$ cat src/rtl/int_reg_write_arbiter_pkg.sv
// int_reg_write_arbiter_pkg: shared types and default sizing for the register write arbiter
package int_reg_write_arbiter_pkg;
    localparam int FIFO_DEPTH_DEFAULT = 2;
    localparam int MAX_WAIT_DEFAULT = 4;
    typedef logic [4:0] reg_addr_t;
    typedef logic [31:0] word_t;
    typedef struct packed {
        reg_addr_t addr;
        word_t value;
    } reg_write_req_t;
endpackage

$ cat src/rtl/int_reg_write_arbiter_if.sv
// int_reg_write_arbiter_if: writeback sources, read-hazard query and register file write port
interface int_reg_write_arbiter_if;
    import int_reg_write_arbiter_pkg::*;
    logic pipeValid;
    reg_addr_t pipeAddr;
    word_t pipeValue;
    logic pipeReady;
    logic longValid;
    reg_addr_t longAddr;
    word_t longValue;
    logic longReady;
    reg_addr_t readAddr1;
    reg_addr_t readAddr2;
    logic readHazard1;
    logic readHazard2;
    logic regWriteEnable;
    reg_addr_t regWriteAddr;
    word_t regWriteValue;
    modport master (
        output pipeValid, pipeAddr, pipeValue, longValid, longAddr, longValue, readAddr1, readAddr2,
        input pipeReady, longReady, readHazard1, readHazard2, regWriteEnable, regWriteAddr, regWriteValue
    );
    modport slave (
        input pipeValid, pipeAddr, pipeValue, longValid, longAddr, longValue, readAddr1, readAddr2,
        output pipeReady, longReady, readHazard1, readHazard2, regWriteEnable, regWriteAddr, regWriteValue
    );
endinterface

$ cat src/rtl/int_reg_write_arbiter_fifo.sv
// int_reg_write_arbiter_fifo: circular buffer of pending long-unit writes with a per-entry address view
module int_reg_write_arbiter_fifo
    import int_reg_write_arbiter_pkg::*;
#(
    parameter int DEPTH = FIFO_DEPTH_DEFAULT
) (
    input logic clk,
    input logic rst,
    input logic push,
    input logic pop,
    input reg_write_req_t pushData,
    output reg_write_req_t headData,
    output logic [$clog2(DEPTH+1)-1:0] count,
    output logic [DEPTH-1:0] entryValid,
    output reg_addr_t entryAddr [DEPTH]
);
    localparam int PW = $clog2(DEPTH);
    reg_write_req_t mem [DEPTH];
    logic [PW-1:0] wrPtr, rdPtr;
    assign headData = mem[rdPtr];
    for (genvar i = 0; i < DEPTH; i++) begin : gEntry
        logic [PW-1:0] offset;
        assign offset = PW'(i) - rdPtr;
        assign entryValid[i] = {1'b0, offset} < count;
        assign entryAddr[i] = mem[i].addr;
    end
    // Storage is written only at the tail; contents need no reset since count gates validity.
    always_ff @(posedge clk)
        if (push) mem[wrPtr] <= pushData;
    // Pointers wrap naturally because the depth is a power of two.
    always_ff @(posedge clk)
        if (rst) begin
            wrPtr <= '0;
            rdPtr <= '0;
            count <= '0;
        end else begin
            wrPtr <= wrPtr + PW'(push);
            rdPtr <= rdPtr + PW'(pop);
            count <= count + $bits(count)'(push) - $bits(count)'(pop);
        end
endmodule

$ cat src/rtl/int_reg_write_arbiter.sv
// int_reg_write_arbiter: shares the register file write port between the pipe and the long-unit FIFO
module int_reg_write_arbiter
    import int_reg_write_arbiter_pkg::*;
#(
    parameter int FIFO_DEPTH = FIFO_DEPTH_DEFAULT,
    parameter int MAX_WAIT = MAX_WAIT_DEFAULT
) (
    input logic clk,
    input logic rst,
    int_reg_write_arbiter_if.slave bus
);
    localparam int CW = $clog2(FIFO_DEPTH + 1);
    localparam int AW = $clog2(MAX_WAIT + 1);
    logic [CW-1:0] count;
    logic [FIFO_DEPTH-1:0] entryValid, wawMatch, hit1, hit2;
    reg_addr_t entryAddr [FIFO_DEPTH];
    reg_write_req_t head, longReq;
    logic [AW-1:0] age;
    logic forceHead, pipeOk, longOk, pipeGrant, pop, push;
    for (genvar i = 0; i < FIFO_DEPTH; i++) begin : gMatch
        assign wawMatch[i] = entryValid[i] && entryAddr[i] == bus.pipeAddr;
        assign hit1[i] = entryValid[i] && entryAddr[i] == bus.readAddr1;
        assign hit2[i] = entryValid[i] && entryAddr[i] == bus.readAddr2;
    end
    assign forceHead = count != '0 && age == AW'(MAX_WAIT);
    assign pipeOk = !forceHead && !(bus.pipeAddr != '0 && |wawMatch);
    assign longOk = count < CW'(FIFO_DEPTH);
    assign bus.pipeReady = pipeOk;
    assign bus.longReady = longOk;
    assign bus.readHazard1 = bus.readAddr1 != '0 && |hit1;
    assign bus.readHazard2 = bus.readAddr2 != '0 && |hit2;
    assign pipeGrant = bus.pipeValid && pipeOk;
    assign pop = !pipeGrant && count != '0;
    assign push = bus.longValid && longOk && bus.longAddr != '0;
    assign longReq = '{addr: bus.longAddr, value: bus.longValue};
    int_reg_write_arbiter_fifo #(.DEPTH(FIFO_DEPTH)) fifo (
        .clk(clk),
        .rst(rst),
        .push(push),
        .pop(pop),
        .pushData(longReq),
        .headData(head),
        .count(count),
        .entryValid(entryValid),
        .entryAddr(entryAddr)
    );
    // Head age counts cycles the queued head is passed over; a pop or an empty FIFO restarts it.
    always_ff @(posedge clk)
        if (rst || pop || count == '0) age <= '0;
        else age <= (age == AW'(MAX_WAIT)) ? age : age + 1'b1;
    // Registered write port: the granted entry lands here one cycle after the grant.
    always_ff @(posedge clk)
        if (rst) begin
            bus.regWriteEnable <= 1'b0;
            bus.regWriteAddr <= '0;
            bus.regWriteValue <= '0;
        end else if (pipeGrant) begin
            bus.regWriteEnable <= bus.pipeAddr != '0;
            bus.regWriteAddr <= bus.pipeAddr;
            bus.regWriteValue <= bus.pipeValue;
        end else if (pop) begin
            bus.regWriteEnable <= head.addr != '0;
            bus.regWriteAddr <= head.addr;
            bus.regWriteValue <= head.value;
        end else bus.regWriteEnable <= 1'b0;
endmodule
$ cat src/flat_wrapper.sv
// flat-port wrapper written by rule: the top's interface ports become plain ports
module int_reg_write_arbiter_flat import int_reg_write_arbiter_pkg::*;
#(
    parameter int FIFO_DEPTH = FIFO_DEPTH_DEFAULT,
    parameter int MAX_WAIT = MAX_WAIT_DEFAULT
)
  (clk, rst, bus_pipeValid, bus_pipeAddr, bus_pipeValue, bus_longValid, bus_longAddr, bus_longValue, bus_readAddr1, bus_readAddr2, bus_pipeReady, bus_longReady, bus_readHazard1, bus_readHazard2, bus_regWriteEnable, bus_regWriteAddr, bus_regWriteValue);
  int_reg_write_arbiter_if bus_i ();
  input logic clk;
  input logic rst;
  input wire logic [$bits(bus_i.pipeValid)-1:0] bus_pipeValid;
  input wire logic [$bits(bus_i.pipeAddr)-1:0] bus_pipeAddr;
  input wire logic [$bits(bus_i.pipeValue)-1:0] bus_pipeValue;
  input wire logic [$bits(bus_i.longValid)-1:0] bus_longValid;
  input wire logic [$bits(bus_i.longAddr)-1:0] bus_longAddr;
  input wire logic [$bits(bus_i.longValue)-1:0] bus_longValue;
  input wire logic [$bits(bus_i.readAddr1)-1:0] bus_readAddr1;
  input wire logic [$bits(bus_i.readAddr2)-1:0] bus_readAddr2;
  output wire logic [$bits(bus_i.pipeReady)-1:0] bus_pipeReady;
  output wire logic [$bits(bus_i.longReady)-1:0] bus_longReady;
  output wire logic [$bits(bus_i.readHazard1)-1:0] bus_readHazard1;
  output wire logic [$bits(bus_i.readHazard2)-1:0] bus_readHazard2;
  output wire logic [$bits(bus_i.regWriteEnable)-1:0] bus_regWriteEnable;
  output wire logic [$bits(bus_i.regWriteAddr)-1:0] bus_regWriteAddr;
  output wire logic [$bits(bus_i.regWriteValue)-1:0] bus_regWriteValue;
  assign bus_i.pipeValid = bus_pipeValid;
  assign bus_i.pipeAddr = bus_pipeAddr;
  assign bus_i.pipeValue = bus_pipeValue;
  assign bus_i.longValid = bus_longValid;
  assign bus_i.longAddr = bus_longAddr;
  assign bus_i.longValue = bus_longValue;
  assign bus_i.readAddr1 = bus_readAddr1;
  assign bus_i.readAddr2 = bus_readAddr2;
  assign bus_pipeReady = bus_i.pipeReady;
  assign bus_longReady = bus_i.longReady;
  assign bus_readHazard1 = bus_i.readHazard1;
  assign bus_readHazard2 = bus_i.readHazard2;
  assign bus_regWriteEnable = bus_i.regWriteEnable;
  assign bus_regWriteAddr = bus_i.regWriteAddr;
  assign bus_regWriteValue = bus_i.regWriteValue;
  int_reg_write_arbiter #(.FIFO_DEPTH(FIFO_DEPTH), .MAX_WAIT(MAX_WAIT)) u_core (.clk(clk), .rst(rst), .bus(bus_i));
endmodule
$ cat config.mk
export PLATFORM = sky130hd
export DESIGN_NAME = int_reg_write_arbiter_flat
export DESIGN_NICKNAME = d
export VERILOG_FILES = /design/src/rtl/int_reg_write_arbiter_pkg.sv /design/src/rtl/int_reg_write_arbiter_if.sv /design/src/rtl/int_reg_write_arbiter_fifo.sv /design/src/rtl/int_reg_write_arbiter.sv /design/src/flat_wrapper.sv
export SDC_FILE = /design/constraint.sdc
export NUM_CORES = 1
export LEC_CHECK = 0
export BUFFER_PORTS_ARGS = -buffer_cell sky130_fd_sc_hd__buf_2
export CAP_MARGIN = 5
export CELL_PAD_IN_SITES_DETAIL_PLACEMENT = 1
export CELL_PAD_IN_SITES_GLOBAL_PLACEMENT = 2
export CORE_ASPECT_RATIO = 1.1
export CORE_MARGIN = 1.5
export CORE_UTILIZATION = 37
export CTS_CLUSTER_SIZE = 12
export DETAILED_ROUTE_END_ITERATION = 10
export PLACE_DENSITY_LB_ADDON = 0.1
export SYNTH_ARGS = -nofsm -noshare
export SYNTH_HDL_FRONTEND = slang
export SYNTH_SLANG_ARGS = --single-unit
export TNS_END_PERCENT = 100
$ cat constraint.sdc
create_clock -name clk -period 4.41 [get_ports clk]
set_input_delay 0 -clock clk [delete_from_list [all_inputs] [get_ports clk]]
set_output_delay 0 -clock clk [all_outputs]
set_load 0.005 [all_outputs]
# After elaboration in Yosys (flattened, before gate mapping)
# Memories as Yosys holds them, arrays and structs flattened. A register that Yosys moved wholly into a read port is not among the register bits.
# Cells that the tools add are included.
# word_totals
regBits,45
ramBits,74
inputBits,88
output_inout_bits,42
wordCells,65
n_memories,1
# memory_table
memory,depth,width,rd,rd_ports_with_merged_regs,write_ports,line,rtl
u_core.fifo.mem,2,37,3,1,1,int_reg_write_arbiter_fifo.sv:18,reg_write_req_t mem [DEPTH];
# classes
n_addsub,7
order_cmp,3
n_eq_ne,7
mux,9
reduce_logical,31
# ops
operator,n
$mux 32,2
$eq 5x5->1,6
$reduce_bool 5->1,5
$logic_and 1x1->1,15
$mux 5,2
$reduce_or 2->1,3
$mux 1,5
$lt 1x2->1,2
$reduce_bool 2->1,2
$add 3x1->3 const B,1
$eq 3x3->1 const B,1
$logic_not 1->1,3
$add 1x1->1,2
$add 2x1->2,1
$logic_not 2->1,1
$logic_or 1x1->1,2
$lt 2x2->1 const B,1
$sub 1x1->1 const A,2
$sub 2x1->2,1

# Longest topological paths before layout
# depth
ltp_word,12
mapped_depth,14
ltp_nobuf,12

# Modules after synthesis
# Synthesis repeated with hierarchy kept, for this count alone.
# hier_totals
cells_unflattened,403
hier_area_um2,5367.6
# modules_own_cells
mod,instances,cells_each,area_each_um2,seq_area_each_um2
int_reg_write_arbiter_fifo,1,145,2969.1,2302.2
int_reg_write_arbiter,1,258,2398.6,820.8

# Least setup slack after synthesis
# OpenSTA, ideal clock, no wires.
# synth_path
path_kind,reg2reg
from,mem u_core.fifo.mem[1][32] in the netlist's numbering
to,reg u_core.fifo.count[1]
setup_time_ns,0.127
arrival_ns,2.185
required_time_ns,4.283
path_slack_ns,2.098
stages_incl_launch_ff,15
path_buffers,3
synth_period_minus_slack_ns,2.312
cell_sequence,edfxtp_1 > clkbuf_1 > xnor2_1 > nand4_1 > nor3_1 > nor3_2 > buf_4 > buf_6 > nor2_1 > ha_1 > inv_1 > ha_1 > xnor2_1 > xnor2_1 > nor2_1
# synth_rtl
item,line,rtl
from (decl),int_reg_write_arbiter_fifo.sv:18,
to (signal assigned),int_reg_write_arbiter_fifo.sv:39,count <= count + $bits(count)'(push) - $bits(count)'(pop);
to (decl),int_reg_write_arbiter_fifo.sv:13,"output logic [$clog2(DEPTH+1)-1:0] count,"

# Worst setup path in the final report
# layout_path
from,in bus_pipeAddr[1]
to,reg u_core.fifo.count[1]
# layout_via
elab_chain_cells,10
word_cells_on_any_way,13
classes_between,add/sub (1); eq/ne (2); reduce/logical (10)
# layout_lines
item,line,rtl
from (decl),flat_wrapper.sv:12,input wire logic [$bits(bus_i.pipeAddr)-1:0] bus_pipeAddr;
$eq 5x5->1,int_reg_write_arbiter.sv:21,assign wawMatch[i] = entryValid[i] && entryAddr[i] == bus.pipeAddr;
$logic_and 1x1->1,int_reg_write_arbiter.sv:21,
$reduce_or 2->1,int_reg_write_arbiter.sv:26,assign pipeOk = !forceHead && !(bus.pipeAddr != '0 && |wawMatch);
$logic_and 1x1->1 *,int_reg_write_arbiter.sv:26,
$logic_not 1->1 *,int_reg_write_arbiter.sv:26,
$logic_and 1x1->1 *,int_reg_write_arbiter.sv:26,
$logic_and 1x1->1 *,int_reg_write_arbiter.sv:32,assign pipeGrant = bus.pipeValid && pipeOk;
$logic_not 1->1 *,int_reg_write_arbiter.sv:33,assign pop = !pipeGrant && count != '0;
$logic_and 1x1->1 *,int_reg_write_arbiter.sv:33,
$sub 2x1->2 *,int_reg_write_arbiter_fifo.sv:39,
# Mark *: on every way between the ends. The rest lies on a longest branch, timed or not.
# A chain may end at the register's enable or synchronous reset.

==> impl_metrics.ini <==
[run_status]
run_status = finished clean

[yosys]
yosysSeqAreaShare_pct = 58.2
synth_common_cells = edfxtp_1, nor2_1, dfxtp_1
synth.area.top_cells = edfxtp_1, dfxtp_1, o2111ai_1, mux2i_1, o31ai_1
ys_warn_count = 0
yosysTopAreaCell = edfxtp_1
ys_ff_latch = 119
synth.most_common_cell = edfxtp_1
async_flop_share_pct = 0
synth_enable_flop_cells = 74
syn-cell-area_mm2 = 0.00536
syn_nets = 550
yosysUniqueCellTypes = 38
synth_top_area_share_pct = 41.4
avgSynthCellArea_um2 = 11.8
synthFlopType = edfxtp_1
synthCells = 456

[setup_path]
critPathSlowestCell = or4_4
cp.required_ns = 4.69
path_class = input pin to register
path_buf_inv = 3
critPathMaxFanout = 16
setup.worst_path.start = bus_pipeAddr[1]
rr_startpoint = u_core.fifo.rdPtr
rrSetupSlack_ns = 1.79
cp.arrival_ns = 2.91
worst_setup_path_end_kind = register
worst_r2r_path_depth = 11
slowest_delay_ns = 0.55
critPathTopFamily = simple AND/OR/NAND/NOR gates
r2r-end = u_core.fifo.count[1]
path_cells = dlygate4sd3_1 > buf_2 > or4_4 > nor2_4 > nor3_1 > nor3_4 > nor2_1 > ha_1 > inv_1 > ha_1 > xnor2_1 > xnor2_1 > nor2_1
startpoint_type = input pin

[final_layout]
diodes = 0
nets = 734
final_layout_size_suffix_gt1_share_pct = 25.9
fill_cells = 1540
multi_input_area_mm2 = 0.00204
syn_to_final_growth_pct = 38.7
register_area_mm2 = 0.00312

[min_path]
hold_path_depth = 4
hold_path.class = input pin to register
min-delay-start = bus_pipeValid
whs_endpoint = u_core.fifo.rdPtr

[global_route]
grt_usage_pct = 21.1
grt_max_degree = 51
grt_pass1_wl_mm = 24.5
grt_pass1_vias = 4593
grt_overflow_total = 0
antenna_found_initial = 0

[placement]
io_buffers = 129
hpwl_mm = 9.62
gp_congestion = 0.786

[sta]
finalClockSkew_ns = 0.00941
post-route-period-util_pct = 59.7
hold_ws_ns = 0.0195
slew_violations = 0
relSlewSlack_pct = 28.1
hold_viol = 0
finalSetupTns_ns = 0
max_freq_mhz = 380
max_slew.worst_pin.slew_ns = 1.08
setup_violations = 0
period_minus_slack_ns = 2.63
rsz0062_at_grt = no

[drt]
wl_mm = 15.5
dr_total_vias = 4402
wl_met3_um = 502
routed.top_layer = met4
final_antenna_net_count = 0
dr.first_iter.drc_count = 173
drt_pass1_iterations = 4
via_per_inst = 5.23
wl_per_cell_um = 18.5
route.met2.wl_mm = 8.11
drc_errors = 0
routedLengthMet1_mm = 6.62

[die]
design.die.area_mm2 = 0.0152
dieHeight_um = 129
core-area_mm2 = 0.0140
die_w_um = 118
start_util_pct = 38.4
rows = 45
pin_count = 130

[clock_network]
clk_pin_slew_ns = 0.05
cts_buffers = 17
tritoncts = done
clock_path_buffers = 2
clk_latency_ns = 0.42
numClockSinks = 119
h-tree-depth = 4
cts_root_buffer = clkbuf_16
cts.repair.resized = 0

[power_and_ir_drop]
ir_drop_mv = 0.233
leakagePower_nw = 2.82
p_total_mw = 3.99
power.density_mw_per_mm2 = 537

[run]
cap_violations = 0
[stage by stage]
stage               setup WS, ns  instance area, um2  util [%]  std cells
finish                      1.78                7440      53.3        841
global route                1.54                7440      53.3        841
CTS                         1.75                7440      53.3        841
detailed placement          1.76                6120      43.9        735
global placement            1.86                6120      43.9        735
floorplan                   2.10                5360         -        456
[per-layer routing]
layer,track usage [%],vias up
met5,0,-
met4,8.11,0
met3,4.62,23
met2,38.5,99
met1,24.3,2158
li1,-,2122
[cells by family after synthesis]
kind of cell,synth area share [%]
DFF,58.2
adders and majority gates,1.40
muxes,6.16
buffers and inverters,4.13
and+or+nand+nor,7.68
AOI/OAI and AO/OA,17.0
xor gates and xnor gates,5.39
[worst max path at each step]
stage	end	slack, ns	depth (start not counted)
after CTS	u_core.fifo.count[1]	1.75	11
after floorplan	u_core.fifo.count[1]	2.10	14
after global placement	u_core.fifo.count[1]	1.86	9
after detailed placement	u_core.fifo.count[1]	1.76	11
after global routing	u_core.fifo.count[1]	1.54	11
final	u_core.fifo.count[1]	1.78	13
[state kept, by name, indices dropped and copies added (netlist names)]
register / count
u_core.age: 3
u_core.bus.regWriteAddr: 5
u_core.bus.regWriteEnable: 1
u_core.bus.regWriteValue: 32
u_core.fifo.count: 2
u_core.fifo.mem: 74
u_core.fifo.rdPtr: 1
u_core.fifo.wrPtr: 1
[cell type report]
| cell class | instances | share of cell area [%] |
|---|---|---|
| clock buffer | 20 | 5.87 |
| inverter | 8 | 0.404 |
| timing repair buffer | 209 | 19.2 |
| tap | 188 | 3.16 |
| sequential | 119 | 42.0 |
| clock inverter | 12 | 1.80 |
| multi-input combinational | 285 | 27.5 |
[cells in the final DEF (no fill, tap or decap), drive strengths merged, types with 20 or more instances in the layout]
| cell | count |
|---|---|
| edfxtp | 74 |
| a21oi | 36 |
| o2111ai | 39 |
| dlygate4sd3 | 74 |
| clkbuf | 20 |
| mux2i | 33 |
| o31ai | 32 |
| dfxtp | 45 |
| buf | 135 |
| nor2 | 48 |
[tightest hold or removal path, stage by stage]
cell	delay (ns)
buf_2	0.11
o21ai_1	0.11
nand2_1	0.08
nand4_1	0.08
[power breakdown]
part           switching (mW)  leakage, nW  internal, mW
sequential              0.149         1.06          1.40
clock                   0.466        0.271         0.874
combinational           0.650         1.49         0.452
[what timing repair did]
action | in CTS | in global routing
hold endpoints to repair | 111 | 0
setup buffers | 0 | 0
hold buffers | 74 | 0
Note: power is estimated with default switching activity, not from simulation.
